$ cat config.mk
export PLATFORM = sky130hd
export DESIGN_NAME = clock_div_multi
export DESIGN_NICKNAME = d
export VERILOG_FILES = /design/src/rtl/clock_div_multi.sv
export SDC_FILE = /design/constraint.sdc
export NUM_CORES = 1
export LEC_CHECK = 0
export ABC_AREA = 0
export CORE_ASPECT_RATIO = 1.75
export CORE_UTILIZATION = 55
export CTS_CLUSTER_SIZE = 12
export DETAILED_ROUTE_END_ITERATION = 7
export PLACE_DENSITY = 0.72
export SKIP_LAST_GASP = 1
export SYNTH_ARGS = -nofsm -noshare
export SYNTH_HDL_FRONTEND = slang
export SYNTH_SLANG_ARGS = --single-unit
$ cat constraint.sdc
create_clock -name sys_clk -period 7.6 [get_ports sys_clk]
set_input_delay 1.52 -clock sys_clk [delete_from_list [all_inputs] [get_ports sys_clk]]
set_output_delay 1.52 -clock sys_clk [all_outputs]
set_load 0.005 [all_outputs]
$ cat src/rtl/clock_div_multi.sv
// Multi-channel programmable clock divider: per-channel tick (clock enable) and
// near-50% square wave, with divisor changes shadowed until a period boundary.
module clock_div_multi #(
  parameter int NUM_CH   = 4,
  parameter int DIV_W    = 16,
  parameter int DIV_INIT = 4,
  localparam int CH_W    = (NUM_CH > 1) ? $clog2(NUM_CH) : 1
) (
  input  logic              sys_clk,
  input  logic              sys_rst_n,
  input  logic              sync_i,
  input  logic              cfg_we_i,
  input  logic [CH_W-1:0]   cfg_ch_i,
  input  logic [DIV_W-1:0]  cfg_div_i,
  output logic [NUM_CH-1:0] tick_o,
  output logic [NUM_CH-1:0] clk_o,
  output logic [NUM_CH-1:0] en_o,
  output logic [NUM_CH-1:0] pend_o
);

  for (genvar c = 0; c < NUM_CH; c++) begin : g_ch
    logic [DIV_W-1:0] div;
    logic [DIV_W-1:0] div_sh;
    logic [DIV_W-1:0] cnt;
    logic             pend;
    logic             tick;
    logic             div_clk;

    logic             enabled;
    logic             wr;
    logic             wrap;
    logic             apply;
    logic             run_next;
    logic [DIV_W-1:0] div_new;
    logic [DIV_W-1:0] cnt_nxt;
    logic [DIV_W:0]   hi;

    // A disabled channel has no period to finish, so a pending divisor lands at once.
    always_comb begin
      enabled  = (div >= DIV_W'(2));
      wr       = cfg_we_i && (cfg_ch_i == CH_W'(c));
      wrap     = enabled && ((cnt == div - DIV_W'(1)) || sync_i);
      apply    = pend && (wrap || !enabled);
      div_new  = apply ? div_sh : div;
      run_next = (div_new >= DIV_W'(2));
      cnt_nxt  = '0;
      if (run_next && enabled && !wrap)
        cnt_nxt = cnt + DIV_W'(1);
      // Extra bit keeps (D+1) from overflowing at the maximum divisor.
      hi = ({1'b0, div_new} + (DIV_W+1)'(1)) >> 1;
    end

    always_ff @(posedge sys_clk or negedge sys_rst_n) begin
      if (!sys_rst_n) begin
        div     <= DIV_W'(DIV_INIT);
        div_sh  <= '0;
        cnt     <= DIV_W'(DIV_INIT - 1);
        pend    <= 1'b0;
        tick    <= 1'b0;
        div_clk <= 1'b0;
      end else begin
        div     <= div_new;
        cnt     <= cnt_nxt;
        tick    <= run_next && (cnt_nxt == '0);
        div_clk <= run_next && ({1'b0, cnt_nxt} < hi);
        // A write on the apply edge refills the shadow and stays pending.
        if (wr) begin
          div_sh <= cfg_div_i;
          pend   <= 1'b1;
        end else if (apply) begin
          pend   <= 1'b0;
        end
      end
    end

    assign tick_o[c] = tick;
    assign clk_o[c]  = div_clk;
    assign en_o[c]   = enabled;
    assign pend_o[c] = pend;
  end

endmodule

After elaboration in Yosys (flattened, before gate mapping)
Index checks and enable logic that the tools add are counted.
{"block": "word_totals", "reg_bits": 204, "input_bits": 22, "wordCells": 124}
{"block": "classes", "addsub": 12, "magnitude_cmp": 12, "n_eq_ne": 7, "mux": 16, "n_reduce_logical": 53}
{"op": "greater-or-equal comparator 16 x 2 -> 1 bit (second input constant)", "count": 8}
{"op": "2-to-1 mux 16 bit", "count": 8}
{"op": "adder 16 x 1 -> 17 bit (second input constant)", "count": 4}
{"op": "adder 16 x 1 -> 16 bit (second input constant)", "count": 4}
{"op": "equality test 16 bit", "count": 4}
{"op": "zero test 16 bit", "count": 4}
{"op": "less-than comparator 16 bit", "count": 4}
{"op": "subtractor 16 x 1 -> 16 bit (second input constant)", "count": 4}
{"op": "logical AND 1 bit", "count": 28}
{"op": "zero test 1 bit", "count": 8}
{"op": "logical OR 1 bit", "count": 8}
{"op": "2-to-1 mux 1 bit", "count": 8}
{"op": "nonzero test 2 bit", "count": 4}
{"op": "equality test 2 bit (second input constant)", "count": 2}
{"op": "equality test 2 x 1 -> 1 bit (second input constant)", "count": 1}
{"op": "zero test 2 bit", "count": 1}

Depth between registers and ports, before layout
Gate-level depths: netlist of run 1.
{"block": "logic_depth", "depth_word": 13, "ltp_mapped": 28, "depth_no_buf": 27}

Worst setup path before layout of run 1
OpenSTA, ideal clock, no wires.
{"block": "synth_timing", "path_kind": "reg-to-reg", "startpoint": "reg g_ch[0].div[7]", "endpoint": "reg g_ch[0].div_clk", "setup_ns": 0.111, "t_arrival_ns": 5.770, "t_required_ns": 7.489, "setup_slack_ns": 1.719, "path_stages_with_launch": 26, "path_buffers": 5, "path_cell_list": "dfrtp_1 -> buf_6 -> or4_4 -> buf_6 -> or3_4 -> or4_4 -> a21oi_1 -> nand4_1 -> o31ai_4 -> buf_6 -> buf_6 -> o21ai_0 -> ha_1 -> or4_1 -> nand2_1 -> buf_2 -> nor2_1 -> ha_1 -> a21o_1 -> a21o_1 -> a21o_1 -> a21o_1 -> a21o_1 -> a21oi_1 -> nor2b_1 -> a2111oi_2"}
{"block": "synth_via", "elab_chain_len": 13, "word_cells_on_any_way": 17, "cone_classes": "2 x add/sub; 3 x order compare; 1 x eq/ne; 2 x mux; 9 x reduce/logical"}
{"element": "start, declared", "line": "22", "rtl": "logic [DIV_W-1:0] div;"}
{"element": "start signal, assigned", "line": "55", "rtl": "div <= DIV_W'(DIV_INIT);"}
{"element": "start signal, assigned", "line": "62", "rtl": "div <= div_new;"}
{"element": "subtractor 16 x 1 -> 16 bit", "line": "42", "rtl": "wrap = enabled && ((cnt == div - DIV_W'(1)) || sync_i);"}
{"element": "equality test 16 bit", "line": "42"}
{"element": "logical OR 1 bit", "line": "42"}
{"element": "logical AND 1 bit", "line": "42"}
{"element": "logical OR 1 bit (*)", "line": "43", "rtl": "apply = pend && (wrap || !enabled);"}
{"element": "logical AND 1 bit (*)", "line": "43"}
{"element": "2-to-1 mux 16 bit (*)", "line": "44", "rtl": "div_new = apply ? div_sh : div;"}
{"element": "via g_ch[0].div_new[1]", "line": "34", "rtl": "logic [DIV_W-1:0] div_new;"}
{"element": "greater-or-equal comparator 16 x 2 -> 1 bit (*)", "line": "45", "rtl": "run_next = (div_new >= DIV_W'(2));"}
{"element": "logical AND 1 bit (*) (2 in a row)", "line": "47", "rtl": "if (run_next && enabled && !wrap)"}
{"element": "2-to-1 mux 16 bit (*)", "line": "47"}
{"element": "via g_ch[0].cnt_nxt[9]", "line": "35", "rtl": "logic [DIV_W-1:0] cnt_nxt;"}
{"element": "less-than comparator 16 bit (*)", "line": "65", "rtl": "div_clk <= run_next && ({1'b0, cnt_nxt} < hi);"}
{"element": "logical AND 1 bit (*)", "line": "65"}
{"element": "end signal, assigned", "line": "65"}
{"element": "end, declared", "line": "27", "rtl": "logic div_clk;"}
The timed path passes the listed nets; every way through them passes the cells marked *.
A chain may end at the register's enable or synchronous reset.

Worst setup path after layout of run 1
{"block": "layout_timing", "startpoint": "reg g_ch[2].div[0]", "endpoint": "reg g_ch[2].div_clk"}
{"block": "layout_via", "elab_chain_len": 13, "word_cells_on_any_way": 17, "cone_classes": "2 x add/sub; 3 x order compare; 1 x eq/ne; 2 x mux; 9 x reduce/logical"}
{"element": "start, declared", "line": "22"}
{"element": "start signal, assigned", "line": "55"}
{"element": "start signal, assigned", "line": "62"}
{"element": "subtractor 16 x 1 -> 16 bit", "line": "42"}
{"element": "equality test 16 bit", "line": "42"}
{"element": "logical OR 1 bit", "line": "42"}
{"element": "logical AND 1 bit", "line": "42"}
{"element": "logical OR 1 bit (*)", "line": "43"}
{"element": "logical AND 1 bit (*)", "line": "43"}
{"element": "2-to-1 mux 16 bit (*)", "line": "44"}
{"element": "via g_ch[2].div_new[1]", "line": "34"}
{"element": "greater-or-equal comparator 16 x 2 -> 1 bit", "line": "45"}
{"element": "logical AND 1 bit (2 in a row)", "line": "47"}
{"element": "2-to-1 mux 16 bit", "line": "47"}
{"element": "less-than comparator 16 bit", "line": "65"}
{"element": "logical AND 1 bit (*)", "line": "65"}
{"element": "end signal, assigned", "line": "65"}
{"element": "end, declared", "line": "27"}
Marks and branches as above.

==> flow_metrics.tcl, run 1 <==
set metrics [dict create \
    internal_power_mw 2.59 \
    htreeDepth 1 \
    path_clk_slew_ns 0.06 \
    port_buffers 37 \
    grt_util_all_layers 0.296 \
    path_max_fanout 38 \
    fmax_mhz 153 \
    start_util 0.559 \
    syn_avg_cell_area_sq_um 9.21 \
    placementRows 80 \
    hold_buffers 0 \
    synth_fp_nets 1747 \
    met3_usage 0.0311 \
    power.share.clock 0.239 \
    route.detailed.drc 0 \
    grt_pass1_vias 12500 \
    die_w_microns 127 \
    power.share.switching 0.398 \
    place_area_sq_um 15500 \
    end_kind "flop" \
    yosys_warnings 0 \
    synth_fa_ha_area_frac 0.0660 \
    gp_congestion 0.903 \
    antenna_found_initial 0 \
    setup-violations-final 0 \
    clockBufferDepth 3 \
    ys_ff_latch 204 \
    drv_cap 0 \
    crit_type "flop to flop" \
    numCtsBuffers 22 \
    vdd_ir_drop_max_mv 0.169 \
    maxSlewViolCount 0 \
    nets 1705 \
    synth_compound_area_frac 0.0929 \
    core_sq_um 27100 \
    p_switching_mw 1.72 \
    dieArea_sq_um 28300 \
    ios 38 \
    period_share 0.859 \
    crit_top_cell "a21o_1" \
    use_met2 0.540 \
    synthTopCellsByArea "dfrtp_1 32%, mux2_2 8.8%, xnor2_1 7.5%" \
    syn_area_sq_um 15200 \
    via_per_inst 6.17 \
    finClkSkew_ns 0.0125 \
    fin_tns_setup_ns 0 \
    grtUsageMet1 0.335 \
    cp_slowest_cell "a31o_2" \
    drt-pass1-iter-count 5 \
    synth_top_family_by_area "simple AND/OR/NAND/NOR gates" \
    final_common_cell "dfrtp_1" \
    async_flop_share 1.00 \
    synth_top_area_cell "dfrtp_1" \
    synth_edf_count 0 \
    status "complete, no violations" \
    ys_dominant_reg_cell "dfrtp_1" \
    diodes 0 \
    synth.distinct_cells 75 \
    clock_latency_ns 0.52 \
    fin_area_sq_um 16200 \
    overflow 0 \
    synthSimpleGateAreaFrac 0.221 \
    num_vias 12300 \
    leakagePower_nw 6.74 \
    hold_violations 0 \
    fillerInstances 2329 \
    ctsResizeCount 0 \
    startpoint_type "flop" \
    power_density_nw_per_um2 266 \
    rsz0062_at_grt "no" \
    wl_microns 40300 \
    cp_cell_sequence "inv_1 -> ha_1 -> nor3b_1 -> a21boi_0 -> o31a_1 -> a2111oi_1 -> a31o_2 -> nand2_1 -> o21ai_0 -> ha_1 -> inv_1 -> nor2_1 -> nand2_1 -> mux2_2 -> xor2_1 -> ha_1 -> a21o_1 -> a21o_1 -> a21o_1 -> a21o_1 -> a21oi_1 -> nor2_1 -> a211o_1 -> a21oi_1" \
    synth_top_area_share 0.317 \
    synth.area.mux_share 0.118 \
    cts_tree "yes" \
    grt_pass1_wl_microns 66100 \
    slew_headroom 0.303 \
    netlist_instances 1645 \
    seq_area_frac_synth 0.338 \
    cts-root-buf "clkbuf_16" \
    cts_sinks 204 \
    final_cell_mix "192 x dfrtp_1, 156 x nor2_1, 130 x xnor2_1" \
    busiest_layer "met2" \
    worst-endpoint-arrival_ns 6.97 \
    crit_path_max_incr_delay_ns 0.87 \
    routedWlPerCell_microns 20.3 \
    ant_nets 0 \
    grt_max_degree 170 \
    synth_xor_area_frac 0.119 \
    p_comb_frac 0.341 \
    period_needed_ns 6.53 \
    chipHeight_microns 222 \
    drtIter0Drc 723 \
    worst_pin_slew_ns 1.04 \
    power.sequential.fraction 0.421 \
    areaGrowthSynthToFinish_pct 6.89 \
    hold_class "flop to flop" \
    dpl.hpwl_microns 30200 \
    layout-drive-gt1-share 0.127 \
    cp_data_required_time_ns 8.04 \
    post_cts_buffers 0 \
]
Yosys cell counts (5+ instances only):
library cell  number
a21oi_1           44
o31ai_1           10
ha_1              80
a211oi_1           8
xnor2_1          130
or2_2             12
buf_4             20
buf_2             14
clkbuf_1          65
and2_1             8
o211ai_1          12
or3_1              8
a31oi_1           10
o21a_1             6
o31a_1             6
nor2_1           156
nand3_1           83
nand4_1           54
inv_1             31
nor3b_1            6
buf_6              6
and3_1            41
or4_1             16
a21o_1            28
nand2_1          112
nand3b_1           5
and4_1            11
nor4b_1            5
o221ai_1           6
dfrtp_1          192
buf_1              7
o21ai_0           38
xor2_1            76
o21ai_1            5
mux2i_1           40
nand2b_1           6
nor3_1            41
nor2b_1            8
dfstp_2           12
mux2_2           119
nor4_1            42
kinds of logic after synthesis:
group                      Yosys count
AOI/OAI and AO/OA                  208
xor gates and xnor gates           206
adders and majority gates           80
buffers and inverters              144
DFF                                204
muxes                              163
and+or+nand+nor                    640
worst max-delay path: cells and delay by family (launching register included):
kind	cells	cell delay (ns)
DFF	1	0.45
muxes	1	0.28
and+or+nand+nor	5	1.18
adders and majority gates	3	0.85
xor gates and xnor gates	1	0.15
buffers and inverters	2	0.24
AOI/OAI and AO/OA	12	3.28
final timing paths:
kind	from	endpoint	slack, ns	depth (start not counted)
max	g_ch[2].div[0]	g_ch[2].div_clk	1.07	24
min	g_ch[2].cnt[0]	g_ch[2].cnt[0]	0.55	1
max reg2reg	g_ch[2].div[0]	g_ch[2].div_clk	1.07	24
min reg2reg	g_ch[2].cnt[0]	g_ch[2].cnt[0]	0.55	1
max in group asynchronous	sys_rst_n	g_ch[2].cnt[10]	5.39	2
min in group asynchronous	sys_rst_n	g_ch[1].cnt[4]	0.92	1
metal layers:
layer	share of wire	wire (microns)
met3	0.033	1320
met5	0	0
met2	0.53	21400
met4	0.054	2160
met1	0.38	15400
stage by stage:
step	power (mW)	hold WS (ns)	util	worst slack, ns	cells
floorplan	2.82	0.485	-	1.72	1645
global placement	3.22	0.529	0.573	1.24	1948
detailed placement	3.27	0.540	0.573	1.08	1948
CTS	4.31	0.556	0.597	1.11	1987
global route	4.58	0.587	0.597	0.477	1987
finish	4.31	0.546	0.597	1.07	1987
power groups by stage:
stage | registers, mW | logic (mW) | clock network, mW
floorplan | 1.49 | 1.33 | 0
global placement | 1.81 | 1.41 | 0
detailed placement | 1.81 | 1.45 | 0
CTS | 1.80 | 1.46 | 1.05
global route | 1.86 | 1.63 | 1.09
finish | 1.81 | 1.47 | 1.03
flip-flops by register name, summed over array words and instances, names as in the netlist:
signal and count:
g_ch.div 64, g_ch.cnt 64, g_ch.pend 4, g_ch.tick 4, g_ch.div_clk 4, g_ch.div_sh 64
final cells by class:
type | count | area, sq um | area share
clock buffers | 36 | 644 | 0.0398
inverters | 31 | 116 | 0.00718
repair buffers | 47 | 462 | 0.0285
clock inverters | 3 | 18.8 | 0.00116
well taps | 369 | 462 | 0.0285
flip-flops and latches | 204 | 5120 | 0.316
multi-input cells | 1297 | 9380 | 0.579
Note: power is estimated with default switching activity, not from simulation.
==> run 2: changes to the inputs <==
--- a/config.mk
+++ b/config.mk
@@ -10,7 +10,7 @@
 export CORE_UTILIZATION = 55
 export CTS_CLUSTER_SIZE = 12
 export DETAILED_ROUTE_END_ITERATION = 7
-export PLACE_DENSITY = 0.72
+export PLACE_DENSITY = 0.71
 export SKIP_LAST_GASP = 1
 export SYNTH_ARGS = -nofsm -noshare
 export SYNTH_HDL_FRONTEND = slang
==> run 2 against run 1 <==
Effect of this change: first-iteration DRC count down 9.7%; via count down 0.12%; clock skew up 0.012 ns; global-route usage down 0.52 points; die area unchanged; highest routed layer unchanged; critical endpoint unchanged; flip-flop and latch count unchanged; clock-buffer cell count down 2.
==> flow_metrics.tcl, run 2 (same netlist as run 1, synthesis figures left out) <==
set metrics [dict create \
    final_common_cell "dfrtp_1" \
    maxSlewViolCount 0 \
    slew_headroom 0.287 \
    port_buffers 37 \
    power_density_nw_per_um2 268 \
    cp_cell_sequence "inv_1 -> ha_1 -> nor3b_1 -> a21boi_0 -> o31a_1 -> a2111oi_1 -> a31o_2 -> nand2_1 -> o21ai_0 -> ha_1 -> inv_1 -> nor2_1 -> nand2_1 -> mux2_2 -> xor2_1 -> ha_1 -> a21o_1 -> a21o_1 -> a21o_1 -> a21o_1 -> a21oi_1 -> nor2_1 -> a211o_1 -> a21oi_1" \
    final_cell_mix "192 x dfrtp_1, 156 x nor2_1, 130 x xnor2_1" \
    chipHeight_microns 222 \
    wl_microns 40000 \
    cts_tree "yes" \
    route.detailed.drc 0 \
    rsz0062_at_grt "no" \
    start_util 0.559 \
    numCtsBuffers 22 \
    period_share 0.818 \
    stdcell_count 1988 \
    num_vias 12200 \
    gp_congestion 0.974 \
    ff_latch_area_sq_um 5120 \
    period_needed_ns 6.22 \
    layout-drive-gt1-share 0.129 \
    end_kind "flop" \
    core_sq_um 27100 \
    hold_class "flop to flop" \
    hold_buffers 0 \
    areaGrowthSynthToFinish_pct 7.08 \
    path_delay_family "compound AO/OA/AOI/OAI gates" \
    worst-endpoint-arrival_ns 6.67 \
    setup-violations-final 0 \
    vdd_ir_drop_max_mv 0.143 \
    path_clk_slew_ns 0.06 \
    path_max_fanout 6 \
    cp_data_required_time_ns 8.05 \
    ant_nets 0 \
    ctsResizeCount 0 \
    grt_pass1_wl_microns 65000 \
    worst-path-buf-inv 2 \
    reg_top3 "g_ch.cnt: 64 flops, g_ch.div: 64 flops, g_ch.div_sh: 64 flops" \
    finClkSkew_ns 0.0247 \
    grt_max_degree 85 \
    ios 38 \
    place_area_sq_um 15500 \
    crit_path_max_incr_delay_ns 0.68 \
    status "complete, no violations" \
    crit_type "flop to flop" \
    cts-root-buf "clkbuf_16" \
    multi_input_area_sq_um 9380 \
    placed_cells 1949 \
    clock_latency_ns 0.54 \
    placementRows 80 \
    grt_util_all_layers 0.291 \
    nets 1706 \
    drtIter0Drc 653 \
    dpl.hpwl_microns 30500 \
    overflow 0 \
    hold_violations 0 \
    drv_cap 0 \
    cp_slowest_cell "a2111oi_1" \
    fin_tns_setup_ns 0 \
    crit_top_cell "a21o_1" \
    fmax_mhz 161 \
    drt-pass1-iter-count 5 \
    cts_sinks 204 \
    via_per_inst 6.16 \
    clockBufferDepth 3 \
    whs_ns 0.535 \
    dieArea_sq_um 28300 \
    worst_pin_slew_ns 1.07 \
    startpoint_type "flop" \
    fillerInstances 2337 \
    htreeDepth 1 \
    fin_area_sq_um 16200 \
    grt_pass1_vias 12400 \
    routedWlPerCell_microns 20.1 \
    post_cts_buffers 0 \
    die_w_microns 127 \
    leakagePower_nw 6.76 \
    antenna_found_initial 0 \
    diodes 0 \
]
run 2: path summary, 6_finish.rpt:
check	startpoint	endpoint	slack, ns	depth (start not counted)
setup / recovery	g_ch[2].div[0]	g_ch[2].div_clk	1.38	24
hold / removal	g_ch[2].cnt[0]	g_ch[2].cnt[0]	0.54	1
setup reg to reg	g_ch[2].div[0]	g_ch[2].div_clk	1.38	24
hold reg to reg	g_ch[2].cnt[0]	g_ch[2].cnt[0]	0.54	1
max in group asynchronous	sys_rst_n	g_ch[0].cnt[3]	5.22	2
min in group asynchronous	sys_rst_n	g_ch[1].cnt[4]	0.96	1
run 2: cell type report:
cell class                 count  share of cell area
sequential                   204               0.315
tap                          369              0.0285
clock inverter                 5             0.00378
timing repair buffer          48              0.0281
clock buffer                  34              0.0392
inverter                      31             0.00717
multi-input combinational   1297               0.578
run 2: metrics by stage:
step                total power [mW]  utilization  setup slack, ns
floorplan                       2.82            -             1.72
global placement                3.22        0.573             1.42
detailed placement              3.26        0.573             1.32
CTS                             4.35        0.598             1.43
global route                    4.60        0.598             1.08
finish                          4.34        0.598             1.38
run 2: metal layers:
layer | track usage | part of all wire
met1 | 0.321 | 0.38
met2 | 0.538 | 0.53
met3 | 0.0253 | 0.029
met4 | 0.166 | 0.057
met5 | 0 | 0
run 2: report_power, final:
group | total [mW] | switching [mW] | internal [mW]
clock | 1.07 | 0.459 | 0.610
combinational | 1.47 | 0.770 | 0.704
sequential | 1.80 | 0.491 | 1.31
run 2: worst reg2reg max path, cell delays in order, from the launching register on:
cell and delay [ns]:
dfrtp_1 0.45, inv_1 0.15, ha_1 0.19, nor3b_1 0.60
a21boi_0 0.23, o31a_1 0.33, a2111oi_1 0.68, a31o_2 0.36
nand2_1 0.07, o21ai_0 0.18, ha_1 0.38, inv_1 0.09
nor2_1 0.33, nand2_1 0.09, mux2_2 0.28, xor2_1 0.15
ha_1 0.30, a21o_1 0.16, a21o_1 0.17, a21o_1 0.17
a21o_1 0.17, a21oi_1 0.15, nor2_1 0.06, a211o_1 0.24
a21oi_1 0.15
==> run 3: changes to the inputs <==
==> constraint.sdc (replaced) <==
create_clock -name sys_clk -period 6.1 [get_ports sys_clk]
set_input_delay 1.22 -clock sys_clk [delete_from_list [all_inputs] [get_ports sys_clk]]
set_output_delay 1.22 -clock sys_clk [all_outputs]
set_load 0.005 [all_outputs]
==> run 3 against run 2 <==
Effect of this change: sequential share of layout area is 0.40 points lower; final area is 1.3% higher; clock power is 22% higher; non-clock buffer count is 26 higher; clock skew is 0.0037 ns lower; critical path depth is 1 higher; flip-flop and latch count stayed put; first-iteration DRC count is 1.4% lower; fmax is 6.1% higher; via count is 1.5% higher; highest routed layer unchanged; hold slack better by 0.0056 ns; largest cell class unchanged.
==> flow_metrics.tcl, run 3 (same netlist as run 1, synthesis figures left out) <==
set metrics [dict create \
    status "complete, no violations" \
    end_kind "flop" \
    crit_path_max_incr_delay_ns 0.56 \
    layout-drive-gt1-share 0.143 \
    worst-endpoint-arrival_ns 6.27 \
    grt_max_degree 144 \
    numCtsBuffers 22 \
    finClkSkew_ns 0.0210 \
    final_common_cell "dfrtp_1" \
    cp-startpoint "g_ch[0].div[0]" \
    worst_pin_slew_ns 0.984 \
    place_area_sq_um 15700 \
    grt_pass1_vias 12300 \
    drv_cap 0 \
    maxSlewViolCount 0 \
    dieArea_sq_um 28300 \
    cp_slowest_cell "or4_1" \
    wl_microns 40400 \
    fin_tns_setup_ns 0 \
    core_sq_um 27100 \
    areaGrowthSynthToFinish_pct 8.45 \
    hold_class "flop to flop" \
    die_w_microns 127 \
    routedWlPerCell_microns 20.1 \
    hold_buffers 0 \
    final_cell_mix "192 x dfrtp_1, 156 x nor2_1, 130 x xnor2_1" \
    drtIter0Drc 644 \
    start_util 0.559 \
    clockBufferDepth 3 \
    cp_data_required_time_ns 6.51 \
    diodes 0 \
    power_density_nw_per_um2 333 \
    leakagePower_nw 6.88 \
    cts_tree "yes" \
    placementRows 80 \
    antenna_found_initial 0 \
    dpl.hpwl_microns 30900 \
    route.detailed.drc 0 \
    reg_top3 "g_ch.cnt: 64 flops, g_ch.div: 64 flops, g_ch.div_sh: 64 flops" \
    cts-root-buf "clkbuf_16" \
    ant_nets 0 \
    slew_headroom 0.338 \
    num_vias 12400 \
    htreeDepth 1 \
    hp-start "g_ch[3].cnt[0]" \
    crit_type "flop to flop" \
    overflow 0 \
    power_mw 5.48 \
    fin_area_sq_um 16400 \
    rsz0062_at_grt "yes" \
    grt_pass1_wl_microns 64600 \
    gp_congestion 0.989 \
    path_max_fanout 14 \
    rrSetupSlack_ns 0.24 \
    finish.utilization 0.606 \
    port_buffers 37 \
    fmax_mhz 171 \
    period_needed_ns 5.86 \
    period_share 0.961 \
    clock_latency_ns 0.53 \
    grt_util_all_layers 0.292 \
    cts_sinks 204 \
    via_per_inst 6.17 \
    r2r-start "g_ch[0].div[0]" \
    whs_ns 0.541 \
    setup-violations-final 0 \
    crit_top_cell "a21o_1" \
    hold_violations 0 \
    vdd_ir_drop_max_mv 0.190 \
    startpoint_type "flop" \
    ios 38 \
    path_clk_slew_ns 0.06 \
    chipHeight_microns 222 \
    drt-pass1-iter-count 5 \
    nets 1732 \
]
## run 3: cell count changes in the layout (fill, tap and decap cells not counted), sizes merged
cell    before  now
clkbuf      35   36
buf         11   37
## run 3: worst paths after layout
path / endpoint / depth (start not counted)
hold / removal: g_ch[3].cnt[0] / 1
setup / recovery: g_ch[0].div_clk / 25
setup reg to reg: g_ch[0].div_clk / 25
max in group asynchronous: g_ch[2].div[13] / 2
hold reg to reg: g_ch[3].cnt[0] / 1
min in group asynchronous: g_ch[1].cnt[5] / 1
## run 3: critical path, delay by kind of cell (launching register included)
| kind | cells | cell delay [ns] |
|---|---|---|
| AOI/OAI and AO/OA | 11 | 2.03 |
| adders and majority gates | 3 | 0.62 |
| buffers and inverters | 4 | 0.69 |
| DFF | 1 | 0.44 |
| and+or+nand+nor | 7 | 1.98 |
## run 3: per-layer routing
layer / GRT usage / wire [microns] / up-vias / part of all wire
met5: 0 / 0 / - / 0
met4: 0.189 / 2700 / 0 / 0.067
met3: 0.0251 / 1210 / 126 / 0.030
met2: 0.529 / 21100 / 322 / 0.52
met1: 0.323 / 15400 / 6095 / 0.38
li1: - / - / 5890 / -
## run 3: metrics by stage
step	cells	setup WS, ns
final	2015	0.235
after global routing	2015	-0.130
after CTS	2014	0.216
after detailed placement	1974	0.234
after global placement	1974	0.287
after floorplan	1645	0.219
## run 3: power by group
| part | switching (mW) | internal [mW] |
|---|---|---|
| clock | 0.571 | 0.742 |
| combinational | 1.07 | 0.940 |
| sequential | 0.523 | 1.63 |
## run 3: final cells by class
| type | instances | area, sq um |
|---|---|---|
| Tap cell | 369 | 462 |
| Multi-Input combinational cell | 1297 | 9390 |
| Clock inverter | 5 | 65.1 |
| Timing Repair Buffer | 74 | 664 |
| Clock buffer | 35 | 619 |
| Inverter | 31 | 116 |
| Fill cell | 2293 | 10700 |
| Sequential cell | 204 | 5120 |
## run 3: what timing repair did
item,in CTS,in global routing
resized for setup,0,4
endpoints found under the setup margin,0,2
setup buffers,0,1
